`src/rtl/g11620_scan_ctrl_pkg.sv`:
```
// Shared definitions for the G11620 scan sequencer: config RAM map, CTRL bits,
// error codes, FSM encoding and the captured-configuration record.
package g11620_scan_ctrl_pkg;

  // Config RAM word addresses. Word 1 holds the integration time, which the
  // sensor controller reads on its own, so the sequencer never fetches it.
  localparam logic [7:0] ADDR_CTRL = 8'd0;
  localparam logic [7:0] ADDR_STP  = 8'd2;
  localparam logic [7:0] ADDR_PW   = 8'd3;
  localparam logic [7:0] ADDR_SCAN = 8'd4;
  localparam logic [7:0] ADDR_SP   = 8'd5;
  localparam logic [7:0] ADDR_EP   = 8'd6;

  // CTRL register bits
  localparam int CTRL_EN_BIT   = 0;
  localparam int CTRL_CONT_BIT = 1;

  // Number of config words fetched per LOAD
  localparam int unsigned LOAD_READS = 6;

  typedef enum logic [2:0] {
    ERR_NONE     = 3'd0,
    ERR_DISABLED = 3'd1,
    ERR_ZERO_CNT = 3'd2,
    ERR_BAD_WIN  = 3'd3,
    ERR_TIMEOUT  = 3'd4,
    ERR_ABORT    = 3'd5
  } err_code_e;

  typedef enum logic [2:0] {
    S_IDLE,
    S_LOAD,
    S_CHECK,
    S_START,
    S_WAIT,
    S_PERIOD,
    S_FINISH,
    S_ERR
  } state_e;

  // Configuration words as captured during LOAD
  typedef struct packed {
    logic [31:0] ctrl;
    logic [31:0] stp;
    logic [31:0] pw;
    logic [31:0] scan;
    logic [31:0] sp;
    logic [31:0] ep;
  } cfg_t;

  // Address of the n-th read in the LOAD sequence
  function automatic logic [7:0] load_addr(input logic [2:0] slot);
    case (slot)
      3'd0:    load_addr = ADDR_CTRL;
      3'd1:    load_addr = ADDR_STP;
      3'd2:    load_addr = ADDR_PW;
      3'd3:    load_addr = ADDR_SCAN;
      3'd4:    load_addr = ADDR_SP;
      default: load_addr = ADDR_EP;
    endcase
  endfunction

endpackage

```
`src/rtl/g11620_scan_ctrl_cfg_loader.sv`:
```
// Config loader: issues the six config RAM reads on consecutive cycles and
// captures each response the cycle after its read. The whole sequence takes
// seven cycles; done is high during the last one, so the captured words are
// stable from the following cycle on.
module g11620_cfg_loader
  import g11620_scan_ctrl_pkg::*;
(
  input  logic        clk,
  input  logic        rst,
  input  logic        start,
  input  logic        abort,
  output logic        rd,
  output logic [7:0]  addr,
  input  logic [31:0] din,
  output logic        done,
  output cfg_t        cfg
);

  logic       active;
  logic [2:0] phase;       // cycle index within the load, 0..6
  logic [2:0] next_phase;

  assign next_phase = phase + 3'd1;

  // Read sequencing and one-cycle-late capture of each returned word
  always_ff @(posedge clk) begin
    // NOTE: every register here is state, so non-blocking assignment keeps
    // all updates in this block referring to the pre-edge values.
    if (rst) begin
      active <= 1'b0;
      phase  <= 3'd0;
      rd     <= 1'b0;
      addr   <= 8'd0;
      done   <= 1'b0;
      cfg    <= '0;
    end else if (abort) begin
      active <= 1'b0;
      phase  <= 3'd0;
      rd     <= 1'b0;
      addr   <= 8'd0;
      done   <= 1'b0;
    end else if (start) begin
      // First read is presented in the first LOAD cycle
      active <= 1'b1;
      phase  <= 3'd0;
      rd     <= 1'b1;
      addr   <= load_addr(3'd0);
      done   <= 1'b0;
    end else if (active) begin
      phase <= next_phase;
      rd    <= (next_phase < 3'(LOAD_READS));
      addr  <= (next_phase < 3'(LOAD_READS)) ? load_addr(next_phase) : 8'd0;
      done  <= (next_phase == 3'(LOAD_READS));
      // Data for the read issued in phase p-1 is on din during phase p
      case (phase)
        3'd1:    cfg.ctrl <= din;
        3'd2:    cfg.stp  <= din;
        3'd3:    cfg.pw   <= din;
        3'd4:    cfg.scan <= din;
        3'd5:    cfg.sp   <= din;
        3'd6:    cfg.ep   <= din;
        default: ;
      endcase
      if (phase == 3'(LOAD_READS)) begin
        active <= 1'b0;
      end
    end
  end

endmodule

```
`src/rtl/g11620_scan_ctrl.sv`:
```
// G11620 scan sequencer top: loads and validates the scan configuration,
// issues sensor start pulses, supervises each scan with a timeout, spaces
// scans by the programmed period and reports progress and errors.
module g11620_scan_ctrl
  import g11620_scan_ctrl_pkg::*;
#(
  parameter int unsigned PIX_NUM     = 511,
  parameter logic [31:0] TMO_DEFAULT = 32'd100000
)
(
  input  logic        clk,
  input  logic        rst,
  input  logic        host_start,
  input  logic        host_abort,
  output logic        cfg_ram_rd_o,
  output logic [7:0]  cfg_ram_addr_o,
  input  logic [31:0] cfg_ram_din,
  output logic        sens_start_o,
  output logic        sens_soft_reset_o,
  input  logic        sens_done_in,
  output logic [8:0]  sp_o,
  output logic [8:0]  ep_o,
  output logic [15:0] scan_idx_o,
  output logic        busy_o,
  output logic        seq_done_o,
  output logic        err_o,
  output logic [2:0]  err_code_o
);

  state_e      state;
  cfg_t        cfg;
  logic        ld_start;
  logic        ld_abort;
  logic        ld_done;
  logic [31:0] tmo_cnt;
  logic [31:0] per_cnt;
  logic [31:0] tmo_load;
  logic [15:0] scan_next;
  logic        cfg_en;
  logic        cfg_cont;
  logic        win_bad;
  logic        unused_cfg_bits;

  assign busy_o    = (state != S_IDLE);
  assign ld_start  = (state == S_IDLE) && host_start;
  assign ld_abort  = (state != S_IDLE) && host_abort;
  assign cfg_en    = cfg.ctrl[CTRL_EN_BIT];
  assign cfg_cont  = cfg.ctrl[CTRL_CONT_BIT];
  assign scan_next = scan_idx_o + 16'd1;
  assign tmo_load  = (cfg.pw == 32'd0) ? TMO_DEFAULT : cfg.pw;
  assign win_bad   = (cfg.sp > cfg.ep) || (cfg.ep > 32'(PIX_NUM));

  // Only the low bits of CTRL and SCAN carry meaning
  assign unused_cfg_bits = ^{cfg.ctrl[31:2], cfg.scan[31:16]};

  g11620_cfg_loader u_loader (
    .clk   (clk),
    .rst   (rst),
    .start (ld_start),
    .abort (ld_abort),
    .rd    (cfg_ram_rd_o),
    .addr  (cfg_ram_addr_o),
    .din   (cfg_ram_din),
    .done  (ld_done),
    .cfg   (cfg)
  );

  // Sequencer FSM with registered pulse, status and counter outputs
  always_ff @(posedge clk) begin
    if (rst) begin
      state             <= S_IDLE;
      sens_start_o      <= 1'b0;
      sens_soft_reset_o <= 1'b0;
      seq_done_o        <= 1'b0;
      err_o             <= 1'b0;
      err_code_o        <= ERR_NONE;
      scan_idx_o        <= 16'd0;
      sp_o              <= 9'd0;
      ep_o              <= 9'd0;
      tmo_cnt           <= 32'd0;
      per_cnt           <= 32'd0;
    end else begin
      // NOTE: single-cycle pulses default low here and are raised only on
      // the transition into the state they belong to.
      sens_start_o      <= 1'b0;
      sens_soft_reset_o <= 1'b0;
      seq_done_o        <= 1'b0;

      if (ld_abort) begin
        // Abort outranks every other event in the cycle
        state             <= S_IDLE;
        sens_soft_reset_o <= 1'b1;
        err_o             <= 1'b1;
        err_code_o        <= ERR_ABORT;
      end else begin
        case (state)
          S_IDLE: begin
            if (host_start) begin
              state      <= S_LOAD;
              err_o      <= 1'b0;
              err_code_o <= ERR_NONE;
              scan_idx_o <= 16'd0;
            end
          end

          S_LOAD: begin
            if (ld_done) begin
              state <= S_CHECK;
            end
          end

          S_CHECK: begin
            if (!cfg_en) begin
              state      <= S_ERR;
              err_o      <= 1'b1;
              err_code_o <= ERR_DISABLED;
            end else if ((cfg.scan[15:0] == 16'd0) && !cfg_cont) begin
              state      <= S_ERR;
              err_o      <= 1'b1;
              err_code_o <= ERR_ZERO_CNT;
            end else if (win_bad) begin
              state      <= S_ERR;
              err_o      <= 1'b1;
              err_code_o <= ERR_BAD_WIN;
            end else begin
              sp_o         <= cfg.sp[8:0];
              ep_o         <= cfg.ep[8:0];
              state        <= S_START;
              sens_start_o <= 1'b1;
            end
          end

          S_START: begin
            tmo_cnt <= tmo_load;
            state   <= S_WAIT;
          end

          S_WAIT: begin
            tmo_cnt <= tmo_cnt - 32'd1;
            // A done arriving on the last timeout cycle still counts
            if (sens_done_in) begin
              scan_idx_o <= scan_next;
              if (!cfg_cont && (scan_next == cfg.scan[15:0])) begin
                state      <= S_FINISH;
                seq_done_o <= 1'b1;
              end else begin
                state   <= S_PERIOD;
                per_cnt <= cfg.stp;
              end
            end else if (tmo_cnt <= 32'd1) begin
              state             <= S_ERR;
              sens_soft_reset_o <= 1'b1;
              err_o             <= 1'b1;
              err_code_o        <= ERR_TIMEOUT;
            end
          end

          S_PERIOD: begin
            // Spends max(STP,1) cycles here, so start pulses never abut
            if (per_cnt <= 32'd1) begin
              state        <= S_START;
              sens_start_o <= 1'b1;
            end else begin
              per_cnt <= per_cnt - 32'd1;
            end
          end

          S_FINISH: state <= S_IDLE;
          S_ERR:    state <= S_IDLE;
          default:  state <= S_IDLE;
        endcase
      end
    end
  end

endmodule

```
`config.mk`:
```
export PLATFORM = sky130hd
export DESIGN_NAME = g11620_scan_ctrl
export DESIGN_NICKNAME = d
export VERILOG_FILES = /design/src/rtl/g11620_scan_ctrl_pkg.sv /design/src/rtl/g11620_scan_ctrl_cfg_loader.sv /design/src/rtl/g11620_scan_ctrl.sv
export SDC_FILE = /design/constraint.sdc
export NUM_CORES = 1
export LEC_CHECK = 0
export ABC_AREA = 1
export BUFFER_PORTS_ARGS = -buffer_cell sky130_fd_sc_hd__buf_2
export CAP_MARGIN = 20
export CELL_PAD_IN_SITES_DETAIL_PLACEMENT = 0
export CELL_PAD_IN_SITES_GLOBAL_PLACEMENT = 1
export CORE_ASPECT_RATIO = 0.5
export CORE_MARGIN = 3
export CORE_UTILIZATION = 48
export DETAILED_ROUTE_END_ITERATION = 8
export PLACE_DENSITY = 0.83
export SLEW_MARGIN = 10
export SYNTH_ARGS = -nofsm -noshare
export SYNTH_HDL_FRONTEND = slang
export SYNTH_HIERARCHICAL = 1
export SYNTH_SLANG_ARGS = --single-unit
```
`constraint.sdc`:
```
create_clock -name clk -period 6.3 [get_ports clk]
set_input_delay 0.945 -clock clk [delete_from_list [all_inputs] [get_ports clk]]
set_output_delay 0.945 -clock clk [all_outputs]
set_load 0.05 [all_outputs]
```
# Yosys cells after proc, flatten, opt, wreduce, memory -nomap -nowiden
# Index checks and enable logic that the tools add are counted.
# Widths: inputs -> output; s select.
# word_totals
reg_bits	268
input_bits	37
out_inout_bits	51
# op_classes
n_addsub	4
magnitude_cmp	5
n_eq_ne	33
n_mux	52
bitwise_logic	6
n_reduce_logical	34
# ops
operator	count
$mux 32	4
$pmux 32 s2	2
$le 32x1->1 const B	2
$sub 32x1->32 const B	2
$mux 3	16
$gt 32x32->1	1
$gt 32x9->1 const B	1
$logic_not 32->1	1
$mux 16	2
$pmux 16 s2	1
$reduce_and 4->1	8
$eq 3x3->1 const B	9
$mux 1	21
$pmux 3 s7	1
$reduce_and 5->1	4
$eq 3x2->1 const B	6
$add 16x1->16 const B	1
$eq 16x16->1	1
$logic_not 16->1	1
$pmux 3 s5	1
$ne 2x2->1 const B	7
$ne 3x3->1 const B	4
$eq 3x1->1 const B	3
$pmux 3 s3	1
20 further kinds	34

# Longest topological paths before layout
# Gate-level depths: netlist (run 1).
# logic_depth
word_depth	7
mapped_depth	19

# Cells and area by module
# The synthesis (run 1) kept the hierarchy.
# modules_own_cells
mod	instances	cells_per_inst	area_per_inst_um2	seq_area_each_um2
g11620_scan_ctrl	1	1392	8275.4	2162.1
g11620_cfg_loader	1	1004	7417.1	4023.9

# Least setup slack after synthesis (run 1)
# OpenSTA, ideal clock, no wires.
# synth_timing
path_kind	register -> register
start	reg scan_idx_o[0]
end	reg per_cnt[29]
t_arrival_ps	2394
required_ps	6187
path_slack_ps	3794
path_stages_with_launch	18
cell_sequence	dfxtp_1 > ha_1 > nand2_1 > nor2_4 > nand2_1 > nand2_1 > nand2_1 > nand2_1 > nand3_1 > nor2_1 > nand2_1 > nor2_4 > nand3_4 > nand3_2 > buf_2 > nand2_1 > nand2_1 > nor2_1
# synth_between
elab_chain_cells	5
# synth_lines
item	line_no	rtl
from (decl)	g11620_scan_ctrl.sv:23	output logic [15:0] scan_idx_o,
from (signal assigned)	g11620_scan_ctrl.sv:142	scan_idx_o <= scan_next;
$add 16x1->16	g11620_scan_ctrl.sv:49	assign scan_next = scan_idx_o + 16'd1;
$eq 16x16->1	g11620_scan_ctrl.sv:143	if (!cfg_cont && (scan_next == cfg.scan[15:0])) begin
$logic_and 1x1->1	g11620_scan_ctrl.sv:143	
$ne 2x2->1 (no line)	--	
$reduce_and 5->1 (no line)	--	
to (signal assigned)	g11620_scan_ctrl.sv:148	per_cnt <= cfg.stp;
to (signal assigned)	g11620_scan_ctrl.sv:164	per_cnt <= per_cnt - 32'd1;
to (decl)	g11620_scan_ctrl.sv:36	logic [31:0] per_cnt;
# Every way passes these cells.
# A chain may end at the register's enable or synchronous reset.

# Worst setup path after layout (run 1)
# layout_timing
start	reg per_cnt[0]
end	reg per_cnt[7]
# layout_between
elab_chain_cells	3
# layout_lines
item	line_no
$sub 32x1->32 or $le 32x1->1 (tied branches)	g11620_scan_ctrl.sv:164, g11620_scan_ctrl.sv:160
$mux 32 or $ne 2x2->1 (tied branches)	--
$pmux 32 s2 or $reduce_and 5->1 (tied branches)	--
# Several ways; a longest one is shown, not always the timed one. The select of a mux whose other input is x is not followed.

==> results.toml, run 1 <==
[synth]
ys_warn_count = 6
synth_area_mm2 = 0.0141
synthCells = 2173
syn_area_per_cell_um2 = 6.47

[grt]
grt_max_degree = 81
grt_usage = 0.272
grt_pass1_wl_mm = 67.7
antenna_found_initial = 9
grt_pass1_vias = 12100
grt.overflow.total = 0

[critical_path]
cpPeakStageDelay_ns = 0.90
worstPathRequired_ns = 6.72
worstPathMaxFanout = 49
path_common_cell = "nor2_1"
critPathArrivalTime_ns = 3.85
cp-start-kind = "flip-flop"
cpMaxStageDelayCell = "nand3_2"
critPathKind = "flip-flop to flip-flop"
critPathCaptureType = "flip-flop"
critPathBufInv = 2
path_cells = "inv_1 > ha_1 > nand2_1 > nor2_1 > o2111ai_1 > nand4_1 > inv_1 > nand3_2 > nor2_1 > nor2_1"
critical-path-top-delay-family = "simple AND/OR/NAND/NOR gates"

[timing]
fin_crit_sh = 0.544
fmax_mhz = 292
setup_viol = 0
hold_viol = 0
worstMarginPinSlew_ns = 1.06
grt_setup_unrepaired = "false"
finalWorstSetupSlack_ns = 2.87
finalMaxSlewViolations = 0
finalClockSkew_ns = 0.0120
slew_headroom = 0.292
final.setup.tns_ns = 0
min_period_ns = 3.43
hold_ws_ns = 0.449

[clock_tree]
postCtsSetupRepairBufs = 0
cts_resized = 0
h-tree-depth = 1
clkSinkCount = 263
cts_tree = "yes"
cts-root-buf = "clkbuf_16"
holdBufCountCts = 0
clk_path_buf_depth = 3
clk_latency_ns = 0.53
cts_inserted_buffers = 25
clkTransAtPathRegs_ns = 0.07

[drt]
drt-initial-drc-count = 1133
vias_per_cell = 5.23
drc = 0
totalWireLength_mm = 43.2
drt_pass1_iterations = 5
post_drt_wl_per_cell_um = 16.6
antenna_left = 0
vias = 13600

[die]
fp.dieArea_mm2 = 0.0315
core_mm2 = 0.0282
die_w_um = 248
initial_core_util = 0.498
die_h_um = 127
ios = 88
core.rowCount = 43

[placement]
pre_cts_ws_ns = 2.82
place_congestion = 0.937
dpl-instance-area_mm2 = 0.0146
port_buffers = 82
placed_cells = 2559
dpl.hpwl_mm = 31.0

[power]
clockPowerShare = 0.347
p_int_mw = 2.95
p_comb_frac = 0.260
power_frac_seq = 0.393
p_leak_nw = 7.13
p_switching_mw = 1.52
sw_frac_of_total = 0.341
ir_drop_uv = 178
powerDensity_mw_per_mm2 = 289
p_total_mw = 4.47

[outcome]
status = "finished, final reports clean"

[flow_run]
max-cap-violations = 0

[final_layout]
fin_util = 0.547
instances_no_fill = 2608
fin_nets = 2285
layout-drive-gt1-share = 0.0729
synthToLayoutAreaGrowth_pct = 9.84
design_area_mm2 = 0.0155

[worst_hold_path]
hp-class = "flip-flop to flip-flop"
-- layout by cell type, fill, tap and decap left out, drive strengths merged, types with 4 or more instances in the layout --
master  instances
dfxtp         263
conb            5
a31oi           5
nand3          79
mux2i           7
o31ai           6
buf            96
o21a            6
nor2          545
xnor2           5
clkinv          6
clkbuf         37
o21ai         194
or2             4
diode           4
nand2         437
ha             43
nor4           15
xor2           20
a21oi          98
nand4          48
nor3           30
inv           238
o211ai          9
nand3b          5
-- metal layers --
layer	vias to the layer above	global-route usage	part of all wire
li1	6990	-	-
met1	6224	0.406	0.49
met2	376	0.407	0.41
met3	55	0.0537	0.078
met4	2	0.0559	0.019
met5	-	0	0.00016
-- power by group through the flow --
stage | registers [mW] | clock network (mW) | logic (mW)
detailed placement | 1.79 | 0 | 1.15
global placement | 1.79 | 0 | 1.15
global route | 1.76 | 1.65 | 1.31
CTS | 1.75 | 1.58 | 1.16
finish | 1.75 | 1.55 | 1.16
floorplan | 1.82 | 0 | 0.816
-- registers in the layout, indices dropped and copies added, names as in the netlist --
name and flops:
u_loader/cfg 146, per_cnt 32, tmo_cnt 32, scan_idx_o 16, ep_o 9, sp_o 9
err_code_o 3, state 3, u_loader/addr 3, u_loader/phase 3, err_o 1, sens_soft_reset_o 1
sens_start_o 1, seq_done_o 1, u_loader/active 1, u_loader/done 1, u_loader/rd 1
-- path summary, 6_finish.rpt --
check | end | depth (start not counted) | slack, ns | start
setup / recovery | per_cnt[7] | 10 | 2.87 | per_cnt[0]
setup reg to reg | per_cnt[7] | 10 | 2.87 | per_cnt[0]
hold reg to reg | err_o | 2 | 0.45 | err_o
hold / removal | err_o | 2 | 0.45 | err_o
-- final cells by class --
cell class | instances | area [um^2]
fill | 2960 | 12800
antenna | 4 | 10.0
timing repair buffer | 96 | 536
tap | 382 | 478
clock buffer | 37 | 731
inverter | 239 | 898
multi-input combinational | 1580 | 7450
clock inverter | 7 | 88.8
sequential | 263 | 5270
-- worst min-delay path, delay by kind of cell (launching register included) --
| kind | cells | cell delay, ns |
|---|---|---|
| buffers and inverters | 1 | 0.04 |
| DFF | 1 | 0.31 |
| AOI/OAI and AO/OA | 1 | 0.05 |
(Power assumes the default switching activity.)
==> run 2, diff against run 1 <==
CORE_UTILIZATION = 40   (was 48)
PLACE_DENSITY = 0.74   (was 0.83)
clock period = 2.8 ns   (was 6.3 ns; I/O delays follow)
==> results.toml, run 2 (synthesis gave the netlist of run 1 again) <==
[outcome]
status = "finished, final reports clean"

[critical_path]
worstPathRequired_ns = 3.24
cp-start-kind = "flip-flop"
critPathArrivalTime_ns = 2.93
r2r_start = "scan_idx_o[0]"
rr_worst_depth = 17
critPathKind = "flip-flop to flip-flop"
reg2reg_setup_slack_ns = 0.31
worstReg2RegEnd = "per_cnt[25]"
worstPathMaxFanout = 25
critPathCaptureType = "flip-flop"

[final_layout]
most-common-layout-cells = "nor2_1 (532), nand2_1 (435), dfxtp_1 (263), inv_1 (231), o21ai_0 (194)"
antennaDiodeCount = 0
layout-drive-gt1-share = 0.0861
final_common_cell = "nor2_1"
largestRegisters = "u_loader/cfg (146), per_cnt (32), tmo_cnt (32)"
fin_util = 0.469
largest_reg_flops = 146
fin_nets = 2314
instances_no_fill = 2717
top_register = "u_loader/cfg"
synthToLayoutAreaGrowth_pct = 13.0

[clock_tree]
holdBufCountCts = 0
cts_inserted_buffers = 26
clk_path_buf_depth = 3
clk_latency_ns = 0.55
cts-root-buf = "clkbuf_16"
postCtsSetupRepairBufs = 0
cts_tree = "yes"
clkTransAtPathRegs_ns = 0.07
clkSinkCount = 263
h-tree-depth = 1

[die]
core_mm2 = 0.0339
ios = 88
die_h_um = 139
initial_core_util = 0.415
die_w_um = 271
core.rowCount = 47
fp.dieArea_mm2 = 0.0376

[timing]
finalMaxSlewViolations = 0
fmax_mhz = 401
fin_crit_sh = 0.890
min_period_ns = 2.49
grt_setup_unrepaired = "false"
final.setup.tns_ns = 0
setup_viol = 0
hold_viol = 0
worstMarginPinSlew_ns = 0.836
slew_headroom = 0.440
finalWorstSetupSlack_ns = 0.307
finalClockSkew_ns = 0.0147

[grt]
grt_usage = 0.234
grt.overflow.total = 0
grt_max_degree = 147
grt_pass1_wl_mm = 70.7
grt_pass1_vias = 12300
antenna_found_initial = 4

[drt]
antenna_left = 0
drc = 0
vias_per_cell = 5.02
totalWireLength_mm = 45.0
vias = 13600
drt_pass1_iterations = 5
post_drt_wl_per_cell_um = 16.6
drt-initial-drc-count = 1210

[flow_run]
max-cap-violations = 0

[placement]
place_congestion = 0.923
dpl.hpwl_mm = 32.4
placed_cells = 2670
pre_cts_ws_ns = 0.317
port_buffers = 82

[power]
p_total_mw = 10.5
powerDensity_mw_per_mm2 = 662
ir_drop_uv = 394
p_leak_nw = 7.32

[worst_hold_path]
hp-class = "input port to flip-flop"
min_from = "cfg_ram_din[17]"
hold_path_depth = 3
holdPathEnd = "u_loader/cfg[17]"
-- run 2: changes by cell type in the layout (fill, tap and decap cells not counted), sizes merged --
cell      delta
buf         +27
diode        -4
bufinv       +2
clkbuf       -1
clkinv       +1
clkinvlp     +1
-- run 2: where the power goes --
group          switching (mW)  internal (mW)
clock network            1.60           2.24
logic                    1.87          0.868
registers               0.103           3.84
-- run 2: worst max-delay path, stage by stage (launching register included) --
cell and delay [ns]:
dfxtp_1 0.42, ha_1 0.22, nand2_1 0.11, nor2_4 0.19, nand2_1 0.10, nand2_1 0.09, nand2_1 0.05, nand2_1 0.07
nand3_1 0.07, nor2_1 0.17, nand2_1 0.11, nor2_4 0.16, nand3_4 0.09, nand3_2 0.15, buf_12 0.20, nand2_1 0.07
nand2_1 0.06, nor2_1 0.04
-- run 2: worst max-delay path by stage --
stage | start | to | slack [ns]
after floorplan | scan_idx_o[0] | per_cnt[29] | 0.29
after global placement | scan_idx_o[0] | per_cnt[7] | 0.36
after detailed placement | scan_idx_o[0] | per_cnt[2] | 0.32
after CTS | scan_idx_o[0] | per_cnt[2] | 0.29
after global routing | scan_idx_o[0] | per_cnt[19] | 0.007
final | scan_idx_o[0] | per_cnt[25] | 0.31
-- run 2: per-layer routing --
metal / GRT usage / routed length (um) / up-vias
met3: 0.0313 / 2300 / 55
met4: 0.0485 / 997 / 0
li1: - / - / 7043
met5: 0 / 0 / -
met1: 0.361 / 23200 / 6209
met2: 0.345 / 18600 / 320
-- run 2: metrics by stage --
step | hold slack, ns | area, um^2
floorplan | 0.444 | 14100
finish | 0.229 | 15900
detailed placement | 0.440 | 15000
global placement | 0.439 | 15000
CTS | 0.214 | 15900
global route | 0.228 | 15900
-- run 2: layout make-up --
type	instances	area [um^2]
Tap cell	465	582
Multi-Input combinational cell	1580	7450
Clock buffer	35	746
Clock inverter	11	165
Inverter	239	898
Timing Repair Buffer	124	793
Sequential cell	263	5270
Fill cell	3662	18000
-- run 2: timing repair --
action | CTS | global route
resized for setup | 0 | 1
setup endpoints to repair | 0 | 2
endpoints found under the hold margin | 0 | 0
